**config.mk**
```make
export PLATFORM = sky130hd
export DESIGN_NAME = beam_guard_mc
export DESIGN_NICKNAME = d
export VERILOG_FILES = /design/src/rtl/beam_guard_mc.sv
export SDC_FILE = /design/constraint.sdc
export NUM_CORES = 1
export LEC_CHECK = 0
export CORE_MARGIN = 2
export CORE_UTILIZATION = 55
export DETAILED_ROUTE_END_ITERATION = 12
export PLACE_DENSITY = 0.73
export SLEW_MARGIN = 20
export SYNTH_ARGS = -nofsm -noshare
export SYNTH_HDL_FRONTEND = slang
export SYNTH_HIERARCHICAL = 1
export SYNTH_SLANG_ARGS = --single-unit
```
**constraint.sdc**
```tcl
create_clock -name clk -period 10 [get_ports clk]
set_clock_uncertainty 0.2 [all_clocks]
set_input_delay 2 -clock clk [delete_from_list [all_inputs] [get_ports clk]]
set_output_delay 2 -clock clk [all_outputs]
set_load 0.02 [all_outputs]
```
**src/rtl/beam_guard_mc.sv**
```systemverilog
// Multi-channel beam guard: per-channel sync + PRE/ARMED/BEAM/POST/FIRE qualifier.
// Optional BEAM_GUARD_EVTCNT_EN adds per-channel saturating FIRE-entry counters.
module beam_guard_ch #(
  parameter int CNT_W       = 8,
  parameter int PW_W        = 4,
  parameter int SYNC_STAGES = 2
) (
  input  logic             clk,
  input  logic             reset,
  input  logic             enable,
  input  logic             beam_i,
  input  logic [CNT_W-1:0] cfg_pre,
  input  logic [CNT_W-1:0] cfg_post,
  input  logic [CNT_W-1:0] cfg_max_beam,
  input  logic [PW_W-1:0]  cfg_width,
  input  logic             err_clr_i,
`ifdef BEAM_GUARD_EVTCNT_EN
  input  logic             evt_clr_i,
  output logic [15:0]      evt_cnt_o,
`endif
  output logic             trig_o,
  output logic             busy_o,
  output logic             err_o
);
  typedef enum logic [2:0] {S_PRE, S_ARMED, S_BEAM, S_POST, S_FIRE} state_t;

  state_t                 state_q, state_d;
  logic [SYNC_STAGES-1:0] sync_q;
  logic [CNT_W-1:0]       cnt_q, cnt_d, eff_pre, eff_post, cnt_sat;
  logic [PW_W-1:0]        pw_q, pw_d, eff_w;
  logic [CNT_W:0]         cnt_inc;
  logic [PW_W:0]          pw_inc;
  logic                   beam_s, err_q, err_set, fire_ent;

  assign beam_s   = sync_q[SYNC_STAGES-1];
  assign eff_pre  = (cfg_pre   == '0) ? CNT_W'(1) : cfg_pre;
  assign eff_post = (cfg_post  == '0) ? CNT_W'(1) : cfg_post;
  assign eff_w    = (cfg_width == '0) ? PW_W'(1)  : cfg_width;
  assign cnt_inc  = {1'b0, cnt_q} + (CNT_W+1)'(1);
  assign cnt_sat  = cnt_inc[CNT_W] ? '1 : cnt_inc[CNT_W-1:0];
  assign pw_inc   = {1'b0, pw_q} + (PW_W+1)'(1);

  always_comb begin
    state_d  = state_q;
    cnt_d    = cnt_q;
    pw_d     = pw_q;
    err_set  = 1'b0;
    fire_ent = 1'b0;
    if (!enable) begin
      state_d = S_PRE;
      cnt_d   = '0;
      pw_d    = '0;
    end else begin
      case (state_q)
        S_PRE: begin
          if (beam_s) cnt_d = '0;
          // >= so a shrinking cfg_pre mid-window still arms instead of stalling
          else if (cnt_inc >= {1'b0, eff_pre}) begin
            state_d = S_ARMED;
            cnt_d   = eff_pre;
          end else cnt_d = cnt_inc[CNT_W-1:0];
        end
        S_ARMED: begin
          if (beam_s) begin
            state_d = S_BEAM;
            cnt_d   = CNT_W'(1);
          end
        end
        S_BEAM: begin
          if (beam_s) begin
            if (cfg_max_beam != '0 && cnt_inc > {1'b0, cfg_max_beam}) begin
              err_set = 1'b1;
              state_d = S_PRE;
              cnt_d   = '0;
            end else cnt_d = cnt_sat;
          end else begin
            state_d = S_POST;
            cnt_d   = CNT_W'(1);
          end
        end
        S_POST: begin
          if (beam_s) begin
            state_d = S_PRE;
            cnt_d   = '0;
          end else if (cnt_q >= eff_post) begin
            state_d  = S_FIRE;
            cnt_d    = '0;
            pw_d     = '0;
            fire_ent = 1'b1;
          end else cnt_d = cnt_inc[CNT_W-1:0];
        end
        S_FIRE: begin
          if (pw_inc >= {1'b0, eff_w}) begin
            state_d = S_PRE;
            cnt_d   = '0;
            pw_d    = '0;
          end else pw_d = pw_inc[PW_W-1:0];
        end
        default: begin
          state_d = S_PRE;
          cnt_d   = '0;
          pw_d    = '0;
        end
      endcase
    end
  end

  always_ff @(posedge clk or negedge reset) begin
    if (!reset) begin
      state_q <= S_PRE;
      sync_q  <= '0;
      cnt_q   <= '0;
      pw_q    <= '0;
      err_q   <= 1'b0;
    end else begin
      state_q <= state_d;
      sync_q  <= {sync_q[SYNC_STAGES-2:0], beam_i};
      cnt_q   <= cnt_d;
      pw_q    <= pw_d;
      err_q   <= err_set | (err_q & ~err_clr_i);
    end
  end

`ifdef BEAM_GUARD_EVTCNT_EN
  logic [15:0] evt_q;
  always_ff @(posedge clk or negedge reset) begin
    if (!reset)                          evt_q <= '0;
    else if (evt_clr_i)                  evt_q <= '0;
    else if (fire_ent && evt_q != '1)    evt_q <= evt_q + 16'd1;
  end
  assign evt_cnt_o = evt_q;
`endif

  assign trig_o = (state_q == S_FIRE);
  assign busy_o = (state_q == S_BEAM) || (state_q == S_POST) || (state_q == S_FIRE);
  assign err_o  = err_q;
endmodule

module beam_guard_mc #(
  parameter int N_CH        = 4,
  parameter int CNT_W       = 8,
  parameter int PW_W        = 4,
  parameter int SYNC_STAGES = 2
) (
  input  logic              clk,
  input  logic              reset,
  input  logic              enable,
  input  logic [N_CH-1:0]   i_beam,
  input  logic [CNT_W-1:0]  cfg_pre,
  input  logic [CNT_W-1:0]  cfg_post,
  input  logic [CNT_W-1:0]  cfg_max_beam,
  input  logic [PW_W-1:0]   cfg_width,
  input  logic              err_clr,
`ifdef BEAM_GUARD_EVTCNT_EN
  input  logic              evt_clr,
  output logic [N_CH*16-1:0] evt_cnt,
`endif
  output logic [N_CH-1:0]   trig_out,
  output logic              trig_any,
  output logic [N_CH-1:0]   busy,
  output logic [N_CH-1:0]   err_long
);
  logic trig_any_q;

  for (genvar c = 0; c < N_CH; c++) begin : g_ch
    beam_guard_ch #(.CNT_W(CNT_W), .PW_W(PW_W), .SYNC_STAGES(SYNC_STAGES)) u_ch (
      .clk          (clk),
      .reset        (reset),
      .enable       (enable),
      .beam_i       (i_beam[c]),
      .cfg_pre      (cfg_pre),
      .cfg_post     (cfg_post),
      .cfg_max_beam (cfg_max_beam),
      .cfg_width    (cfg_width),
      .err_clr_i    (err_clr),
`ifdef BEAM_GUARD_EVTCNT_EN
      .evt_clr_i    (evt_clr),
      .evt_cnt_o    (evt_cnt[c*16 +: 16]),
`endif
      .trig_o       (trig_out[c]),
      .busy_o       (busy[c]),
      .err_o        (err_long[c])
    );
  end

  always_ff @(posedge clk or negedge reset) begin
    if (!reset) trig_any_q <= 1'b0;
    else        trig_any_q <= |trig_out;
  end
  assign trig_any = trig_any_q;
endmodule

```
==> results.sh, run 1 <==
export IMPL_async_flop_share=1.000
export IMPL_wirelength_met1_um=10720
export IMPL_antenna_found_initial=0
export IMPL_dr_pass1_iters=5
export IMPL_min_from="g_ch[2].u_ch/sync_q[0]$_DFF_PN0_"
export IMPL_drt_iter0_markers=772
export IMPL_timing_rr_start="g_ch[0].u_ch/cnt_q[0]$_DFFE_PN0P_"
export IMPL_synth_edf_count=0
export IMPL_fin_nets=1212
export IMPL_root_buffer="clkbuf_16"
export IMPL_core_area_um2=15200
export IMPL_cp_max_fo=13
export IMPL_hp_class="reg -> reg"
export IMPL_syn_nets=1183
export IMPL_via_per_inst=6.488
export IMPL_drc=0
export IMPL_wl_met2_um=10730
export IMPL_final_antenna_net_count=0
export IMPL_synth_cells=1039
export IMPL_grt_pass1_wl_um=38330
export IMPL_p_seq_frac=0.315
export IMPL_final_period_utilization=0.6011
export IMPL_vias=8175
export IMPL_path_class="in -> reg"
export IMPL_cp_start_kind="primary input"
export IMPL_post_place_ws_ns=3.787
export IMPL_post_synth_top_area_cell="dfrtp_1"
export IMPL_crit_arrival_ns=6.06
export IMPL_drive_gt1_frac=0.06903
export IMPL_synth_most_common_cell="inv_1"
export IMPL_dieArea_um2=16530
export IMPL_wl_per_cell_um=18.90
export IMPL_gr_usage_all_layers=0.2906
export IMPL_rsz0062_at_grt="no"
export IMPL_first_global_vias=7612
export IMPL_io_pins=49
export IMPL_die_w_um=128.6
export IMPL_end_kind="flip-flop"
export IMPL_maxCapViolCount=0
export IMPL_p_sw_uw=522.1
export IMPL_rows=45
export IMPL_stdcell_count=1260
export IMPL_synthFlopType="dfrtp_1"
export IMPL_clockBufferDepth=2
export IMPL_slew_headroom=0.3203
export IMPL_fillers=1395
export IMPL_p_per_area_nw_per_um2=136.8
export IMPL_numPortBuffers=48
export IMPL_status="finished clean"
export IMPL_cts_clk_slew_worst_paths_ns=0.06
export IMPL_fmax_mhz=166.4
export IMPL_worst_slack_ns=3.989
export IMPL_dr_wl_met3_um=1619
export IMPL_synth_common_cells="116 x inv_1, 108 x ha_1, 73 x dfrtp_1, 73 x nand2_1, 55 x o21ai_0"
export IMPL_slowest_delay_ns=0.85
export IMPL_final_setup_tns_ns=0
export IMPL_grt_max_degree=74
export IMPL_ys_warn_count=6
export IMPL_worstSkewPairLatency_ns=0.34
export IMPL_ys_ff_latch=73
export IMPL_hpwlAfterDp_um=17380
export IMPL_ff2ff_setup_slack_ns=6.14
export IMPL_swShare=0.4092
export IMPL_power_frac_comb=0.432
export IMPL_overflow=0
export IMPL_internal_power_uw=753.8
export IMPL_cts_buffers=9
export IMPL_dp_cells=1245
export IMPL_top_layer="met4"
export IMPL_p_leak_uw=0.004587
export IMPL_drv_slew=0
export IMPL_cp_cell_sequence="clkdlybuf4s50_1, nor4_1, a41o_1, ha_1, nand2b_1, a2111o_1, a2111o_1, a41o_1, a21o_1, mux2i_1, or3b_2, a32oi_1"
export IMPL_setup_violations=0
export IMPL_gp_congestion=0.9347
export IMPL_holdWs_ns=0.1489
export IMPL_synth_cell_types=93
export IMPL_cts_hold_buf=0
export IMPL_worstSetupStartpoint="cfg_pre[5]"
export IMPL_fp_dieH_um=128.6
export IMPL_syn_area_um2=8534
export IMPL_start_util=0.5614
export IMPL_cts_tree="built"
export IMPL_yosysSeqAreaShare=0.2140
export IMPL_required_ns=10.05
export IMPL_cts_sinks=73
export IMPL_period_minus_slack_ns=6.011
export IMPL_antennaDiodeCount=0
export IMPL_ir_drop_v=0.00009489
export IMPL_p_clk_frac=0.253
export IMPL_critical_path_slowest_cell="clkdlybuf4s50_1"
export IMPL_synth_area_top_cells="dfrtp_1 21%, ha_1 16%, inv_1 5.1%, o21ai_0 3.2%, nand2_1 3.2%"
export IMPL_tightestPinTransition_ns=1.019
export IMPL_postCtsSetupRepairBufs=0
export IMPL_areaGrowthSynthToFinish_pct=9.280
export IMPL_ctsResizeCount=0
export IMPL_hold_viol_final=0
export IMPL_syn_avg_cell_area_um2=8.214
export IMPL_ctsHtreeMaxLevel=3
export IMPL_wl_um=23810
export IMPL_post_synth_top_area_fraction=0.2140
-- cell type report --
class                      instances  area, um2  area share
clock buffer                      10      229.0     0.02455
clock inverter                     5      57.56    0.006171
inverter                         117      439.2     0.04709
multi-input combinational        814       6023      0.6458
sequential                        73       1827      0.1959
tap                              188      235.2     0.02522
timing repair buffer              53      515.5     0.05527
-- kinds of logic (layout without fill, tap and decap cells) --
| logic type | count (synthesis) | count (layout) | synth area share |
|---|---|---|---|
| compound gates | 332 | 332 | 0.2840 |
| mux | 10 | 10 | 0.01334 |
| xor+xnor | 39 | 39 | 0.04164 |
| fa+ha+maj | 110 | 110 | 0.1608 |
| buf+inv | 152 | 185 | 0.08019 |
| simple gates | 323 | 323 | 0.2060 |
| flops | 73 | 73 | 0.2140 |
-- cells in the final DEF (no fill, tap or decap), types with 22 or more instances in the layout --
cell and n:
nand2_1 73, nor2_1 47, nand3_1 39, nand2b_1 35, clkdlybuf4s50_1 47, nor3_1 22, a211oi_1 25, a21o_1 22
inv_1 116, a21oi_1 44, o21ai_0 55, dfrtp_1 73, ha_1 108
-- power by group through the flow --
| stage | clock [uW] | combinational [uW] | sequential (uW) |
|---|---|---|---|
| floorplan | 0 | 436 | 365 |
| global placement | 0 | 532 | 404 |
| detailed placement | 0 | 540 | 406 |
| CTS | 329 | 544 | 400 |
| global route | 339 | 613 | 410 |
| finish | 323 | 551 | 402 |
-- per-layer routing --
metal	global-route usage	up-vias
met1	0.3951	3882
met3	0.03742	58
met2	0.4706	299
li1	-	3936
met5	0	-
met4	0.1189	0
-- stage by stage --
step / area, um2 / utilization / power, uW
final: 9326 / 0.6135 / 1276
after global placement: 9040 / 0.5947 / 936.0
after CTS: 9326 / 0.6135 / 1273
after floorplan: 8534 / - / 800.3
after global routing: 9326 / 0.6135 / 1361
after detailed placement: 9040 / 0.5947 / 946.0
-- final timing paths --
path / to / cells after the start
max: g_ch[0].u_ch/cnt_q[0]$_DFFE_PN0P_ / 12
min: g_ch[2].u_ch/sync_q[1]$_DFF_PN0_ / 0
max reg2reg: g_ch[0].u_ch/cnt_q[0]$_DFFE_PN0P_ / 11
min reg2reg: g_ch[2].u_ch/sync_q[1]$_DFF_PN0_ / 0
max in group asynchronous: g_ch[0].u_ch/cnt_q[3]$_DFFE_PN0P_ / 1
min in group asynchronous: g_ch[0].u_ch/cnt_q[6]$_DFFE_PN0P_ / 1
-- worst max-delay path: cells and delay by family --
family / cells / cell delay (ns)
buffers and inverters: 1 / 0.85
adder cells (fa/ha/maj): 1 / 0.22
AND/OR/NAND/NOR: 3 / 1.02
AO/OA/AOI/OAI: 6 / 1.80
multiplexers: 1 / 0.15
-- registers in the layout (all words and copies together), names as in the netlist --
| signal | cells |
|---|---|
| g_ch.u_ch/err_o | 4 |
| g_ch.u_ch/sync_q | 8 |
| g_ch.u_ch/cnt_q | 32 |
| trig_any | 1 |
| g_ch.u_ch/state_q | 12 |
| g_ch.u_ch/pw_q | 16 |
(Power assumes the default switching activity.)
==> inputs of run 2 (changes only) <==
- clock period: 10 -> 5.6 ns (I/O delays scaled with it)
==> run 2 against run 1 <==
  * Clock-buffer cell count is 2 higher
  * Critical endpoint is now g_ch[1].u_ch/cnt_q[3]$_DFFE_PN0P_
  * Largest power group unchanged
  * Worst setup slack worse by 3.4 ns
  * Core utilization is 0.32 points higher
  * Cell area is 0.52% higher
  * Sequential share of layout area is 0.10 points lower
  * Total power is 82% higher
==> results.sh, run 2 (synthesis results as in run 1) <==
export IMPL_drc=0
export IMPL_design_area_um2=9375
export IMPL_cts_buffers=9
export IMPL_cts_clk_slew_worst_paths_ns=0.06
export IMPL_wl_per_cell_um=19.37
export IMPL_top_layer="met4"
export IMPL_reg_top3="g_ch.u_ch/cnt_q (32), g_ch.u_ch/pw_q (16), g_ch.u_ch/state_q (12)"
export IMPL_post_dp_cell_area_um2=9070
export IMPL_rsz0062_at_grt="no"
export IMPL_start_util=0.5614
export IMPL_ctsResizeCount=0
export IMPL_maxCapViolCount=0
export IMPL_cp_start_kind="primary input"
export IMPL_crit_arrival_ns=5.09
export IMPL_post_place_ws_ns=0.3308
export IMPL_wirelength_met1_um=10810
export IMPL_die_w_um=128.6
export IMPL_worstSkewPairLatency_ns=0.35
export IMPL_hpwlAfterDp_um=18070
export IMPL_ctsHtreeMaxLevel=3
export IMPL_end_kind="flip-flop"
export IMPL_crit_top_cell="nand3_1"
export IMPL_drt_iter0_markers=741
export IMPL_first_global_vias=7728
export IMPL_mostFrequentLayoutCell="inv_1"
export IMPL_postCtsSetupRepairBufs=0
export IMPL_fin_nets=1216
export IMPL_slew_headroom=0.3832
export IMPL_hold_viol_final=0
export IMPL_core_area_um2=15200
export IMPL_final_cell_mix="116 x inv_1, 108 x ha_1, 73 x nand2_1, 73 x dfrtp_1, 55 x o21ai_0"
export IMPL_final_period_utilization=0.8964
export IMPL_cp_max_fo=7
export IMPL_slowest_delay_ns=0.62
export IMPL_fp_dieH_um=128.6
export IMPL_cp_cell_sequence="clkdlybuf4s50_1, buf_4, nor4_1, a41o_1, ha_1, nand2b_1, a2111oi_0, o211ai_1, nand4b_1, nand3_1, or3_1, a21oi_1, nand3_1, o211ai_2"
export IMPL_clockBufferDepth=2
export IMPL_critPathBufInv=2
export IMPL_cts_sinks=73
export IMPL_critical_path_slowest_cell="clkdlybuf4s50_1"
export IMPL_fmax_mhz=199.2
export IMPL_cts_hold_buf=0
export IMPL_grt_pass1_wl_um=39610
export IMPL_hp_class="reg -> reg"
export IMPL_p_per_area_nw_per_um2=247.5
export IMPL_overflow=0
export IMPL_worst_slack_ns=0.5801
export IMPL_regMostFlops="g_ch.u_ch/cnt_q"
export IMPL_cp_top_family="compound AO/OA/AOI/OAI gates"
export IMPL_vias=8223
export IMPL_antennaDiodeCount=0
export IMPL_io_pins=49
export IMPL_via_per_inst=6.506
export IMPL_cts_tree="built"
export IMPL_final_antenna_net_count=0
export IMPL_wl_met2_um=11110
export IMPL_dieArea_um2=16530
export IMPL_gr_usage_all_layers=0.3022
export IMPL_status="finished clean"
export IMPL_gp_congestion=0.9515
export IMPL_drv_slew=0
export IMPL_holdWs_ns=0.1472
export IMPL_dr_wl_met3_um=1861
export IMPL_ir_drop_v=0.0001577
export IMPL_final_setup_tns_ns=0
export IMPL_largest_register_ffs=32
export IMPL_grt_max_degree=74
export IMPL_drive_gt1_frac=0.07342
export IMPL_p_leak_uw=0.004626
export IMPL_rows=45
export IMPL_wl_um=24490
export IMPL_path_class="in -> reg"
export IMPL_numPortBuffers=48
export IMPL_fillers=1406
export IMPL_period_minus_slack_ns=5.020
export IMPL_antenna_found_initial=0
export IMPL_areaGrowthSynthToFinish_pct=9.852
export IMPL_setup_violations=0
export IMPL_dr_pass1_iters=7
export IMPL_root_buffer="clkbuf_16"
export IMPL_required_ns=5.67
export IMPL_tightestPinTransition_ns=0.9224
[run 2: cell types whose count changed in the layout (fill, tap and decap cells not counted), sizes merged]
cell and delta:
clkinvlp -3, clkinv +1, clkbuf +2, buf +4
[run 2: metal layers]
layer  up-vias  global-route usage
met5         -                   0
met1      3879              0.4081
met4         0              0.1049
met2       344              0.4928
li1       3945                   -
met3        55             0.05073
[run 2: per-stage QoR]
stage,util,cells,total power [uW]
floorplan,-,1039,1429
global placement,0.5966,1249,1677
detailed placement,0.5966,1249,1697
CTS,0.6161,1264,2310
global route,0.6167,1264,2469
finish,0.6167,1264,2320
[run 2: worst paths after layout]
path | cells past startpoint | from | end | slack, ns
max | 14 | cfg_pre[4] | g_ch[1].u_ch/cnt_q[3]$_DFFE_PN0P_ | 0.58
max in group asynchronous | 1 | reset | g_ch[1].u_ch/pw_q[0]$_DFFE_PN0P_ | 4.09
max reg2reg | 11 | g_ch[1].u_ch/cnt_q[0]$_DFFE_PN0P_ | g_ch[1].u_ch/cnt_q[3]$_DFFE_PN0P_ | 1.81
min in group asynchronous | 1 | reset | g_ch[0].u_ch/cnt_q[6]$_DFFE_PN0P_ | 0.60
min reg2reg | 0 | g_ch[3].u_ch/sync_q[0]$_DFF_PN0_ | g_ch[3].u_ch/sync_q[1]$_DFF_PN0_ | 0.15
min | 0 | g_ch[3].u_ch/sync_q[0]$_DFF_PN0_ | g_ch[3].u_ch/sync_q[1]$_DFF_PN0_ | 0.15
[run 2: final cells by class]
type                       count  area (um2)  share of cell area
clock buffer                  12       256.5             0.02736
clock inverter                 3       40.04            0.004271
inverter                     117       439.2             0.04684
multi-input combinational    814        6028              0.6430
sequential                    73        1827              0.1948
tap                          188       235.2             0.02509
timing repair buffer          57       549.3             0.05859
[run 2: power breakdown]
group,switching (uW),internal [uW],total (uW)
logic,568,425,992
registers,142,580,721
clock network,241,366,607
==> edit, RTL diff (settings of run 2) <==
`CNT_W` is set to 8 in 2 places; all go to 12.
--- a/src/rtl/beam_guard_mc.sv
+++ b/src/rtl/beam_guard_mc.sv
@@ -1,7 +1,7 @@
 // Multi-channel beam guard: per-channel sync + PRE/ARMED/BEAM/POST/FIRE qualifier.
 // Optional BEAM_GUARD_EVTCNT_EN adds per-channel saturating FIRE-entry counters.
 module beam_guard_ch #(
-  parameter int CNT_W       = 8,
+  parameter int CNT_W       = 12,
   parameter int PW_W        = 4,
   parameter int SYNC_STAGES = 2
 ) (
@@ -138,7 +138,7 @@
 
 module beam_guard_mc #(
   parameter int N_CH        = 4,
-  parameter int CNT_W       = 8,
+  parameter int CNT_W       = 12,
   parameter int PW_W        = 4,
   parameter int SYNC_STAGES = 2
 ) (
Ports: changed (resized cfg_max_beam, cfg_post and cfg_pre); port bits go from 49 to 61. No check against the original RTL was run, so the function may have changed too.
==> edit against run 2 <==
  * Power fell by 29%
  * Synthesized area rose by 29%
  * Setup slack improved by 0.30 ns
  * Count of clock-buffer cells in the layout fell by 1
  * Sequential share of layout area fell by 1.0 points
  * Sequential cell count rose by 16
  * Cell area rose by 29%
  * Routed wire length rose by 42%
==> edit: results (changes against run 2) <==
Synth Area in Adders=16.5% (+0.39 points); CP Capture Point=g_ch[3].u_ch/cnt_q[4]; post-CTS repair timing setup buffer count=0 (unchanged); NetSw=0.494 mW (-48%); Post-synth top cells=inv_1, ha_1, dfrtp_1; slew margin rel.=35.5% (-2.8 points); Worst R2R End=g_ch[3].u_ch/cnt_q[8]; vias in the first global route=10300 (+34%); largest cells by area after synthesis=dfrtp_1, ha_1, inv_1; sequential share of the synthesized area=20.2% (-1.2 points); syn avg cell area=7.92 sq um (-3.6%); via count=11100 (+35%); Pre-Repair DR Iteration Count=5 (-2); wire length per cell=20.5 microns (+6.0%); Syn Nets=1582 (+34%); 1st-iter DRT viols=1146 (+55%); worst-case clock buffer depth=2 (unchanged); Placed Instances=1682 (+35%); final cell count without fillers=1698 (+34%); flop-to-flop setup slack=1.08 ns (-0.73 ns); layout cells sized above 1=6.35% (-0.99 points); reg-to-reg startpoint=g_ch[3].u_ch/cnt_q[6]; largest net degree at the start of global routing=63 (-15%); status=finished clean; Pleak=5.79 nW (+25%); post-cts resize count=0 (unchanged); placer congestion estimate=0.983 (+3.3%); Worst Setup SP=cfg_post[9]; DP HPWL=25700 microns (+42%); critical path arrival=4.77 ns (-0.32 ns); crit-path max FO=8 (+1); Reg2Reg Depth=13 (+2); Diodes inserted=0 (unchanged); VDD IR-drop max=0.132 mV (-16%); Yosys cell types=87 (-6.5%); GR Util All Layers=32.5% (+2.3 points); filler instances=1818 (+29%); largest registers=g_ch.u_ch/cnt_q: 48 flops, g_ch.u_ch/pw_q: 16 flops, g_ch.u_ch/state_q: 12 flops; multiplexer area fraction after synthesis=0.364% (-0.97 points); initial antenna violation count=0 (unchanged); Synth Area in Compound Gates=26.2% (-2.2 points); PortBufs=60 (+25%); Post-Synth XOR/XNOR Area=5.55% (+1.4 points)
==> edit: logic make-up (layout without fill, tap and decap cells) <==
kind of cell	Yosys count	in the layout
simple gates	448	448
compound gates	407	407
buf+inv	240	283
fa+ha+maj	145	145
flops	89	89
xor+xnor	57	57
mux	4	4
==> edit: power groups by stage <==
| stage | combinational (mW) | clock [mW] | sequential [mW] |
|---|---|---|---|
| floorplan | 0.165 | 0 | 0.666 |
| global route | 0.358 | 0.678 | 0.661 |
| CTS | 0.320 | 0.653 | 0.660 |
| detailed placement | 0.317 | 0 | 0.673 |
| finish | 0.326 | 0.651 | 0.661 |
| global placement | 0.309 | 0 | 0.672 |
==> edit: critical path: stages <==
cell and delay, ns:
clkdlybuf4s50_1 0.85, nor3_1 0.09, a31o_2 0.27, ha_1 0.26, nand2b_1 0.10, a31oi_1 0.09
o31a_1 0.28, o31ai_1 0.74, nor2_1 0.23, o21ai_4 0.32, o2bb2ai_1 0.12, a221o_1 0.29
==> edit: worst min-delay path by stage <==
stage / startpoint / endpoint / slack (ns) / cells after the start
after floorplan: g_ch[0].u_ch/sync_q[0] / g_ch[0].u_ch/sync_q[1] / 0.13 / 0
after global placement: g_ch[2].u_ch/sync_q[0] / g_ch[2].u_ch/sync_q[1] / 0.13 / 0
after detailed placement: g_ch[3].u_ch/sync_q[0] / g_ch[3].u_ch/sync_q[1] / 0.14 / 0
after CTS: g_ch[3].u_ch/sync_q[0] / g_ch[3].u_ch/sync_q[1] / 0.15 / 0
after global routing: g_ch[3].u_ch/sync_q[0] / g_ch[3].u_ch/sync_q[1] / 0.16 / 0
final: g_ch[3].u_ch/sync_q[0] / g_ch[3].u_ch/sync_q[1] / 0.15 / 0
==> edit: stage by stage <==
stage	util, %	area [sq um]	setup WS [ns]
6_report	61.8	12100	0.883
5_1_grt	61.8	12100	0.736
4_1_cts	61.8	12100	0.991
3_3_place_gp	60.3	11800	0.641
2_1_floorplan	-	11000	1.86
3_5_place_dp	60.3	11800	0.625
==> edit: metal layers <==
metal  wire (microns)  global-route usage, %  vias up  part of all wire, %
met2            15400                   51.5      541                   44
li1                 -                      -     5180                    -
met4             1510                   14.4        0                  4.3
met5                0                      0        -                    0
met1            14900                   44.7     5261                   43
met3             3080                   4.01      100                  8.8
==> edit: final cells by class <==
cell class,instances,area share (%)
Multi-Input combinational cell,1061,64.4
Sequential cell,89,18.4
Tap cell,265,2.75
Clock inverter,5,0.446
Inverter,190,5.91
Clock buffer,11,2.09
Timing Repair Buffer,77,6.01
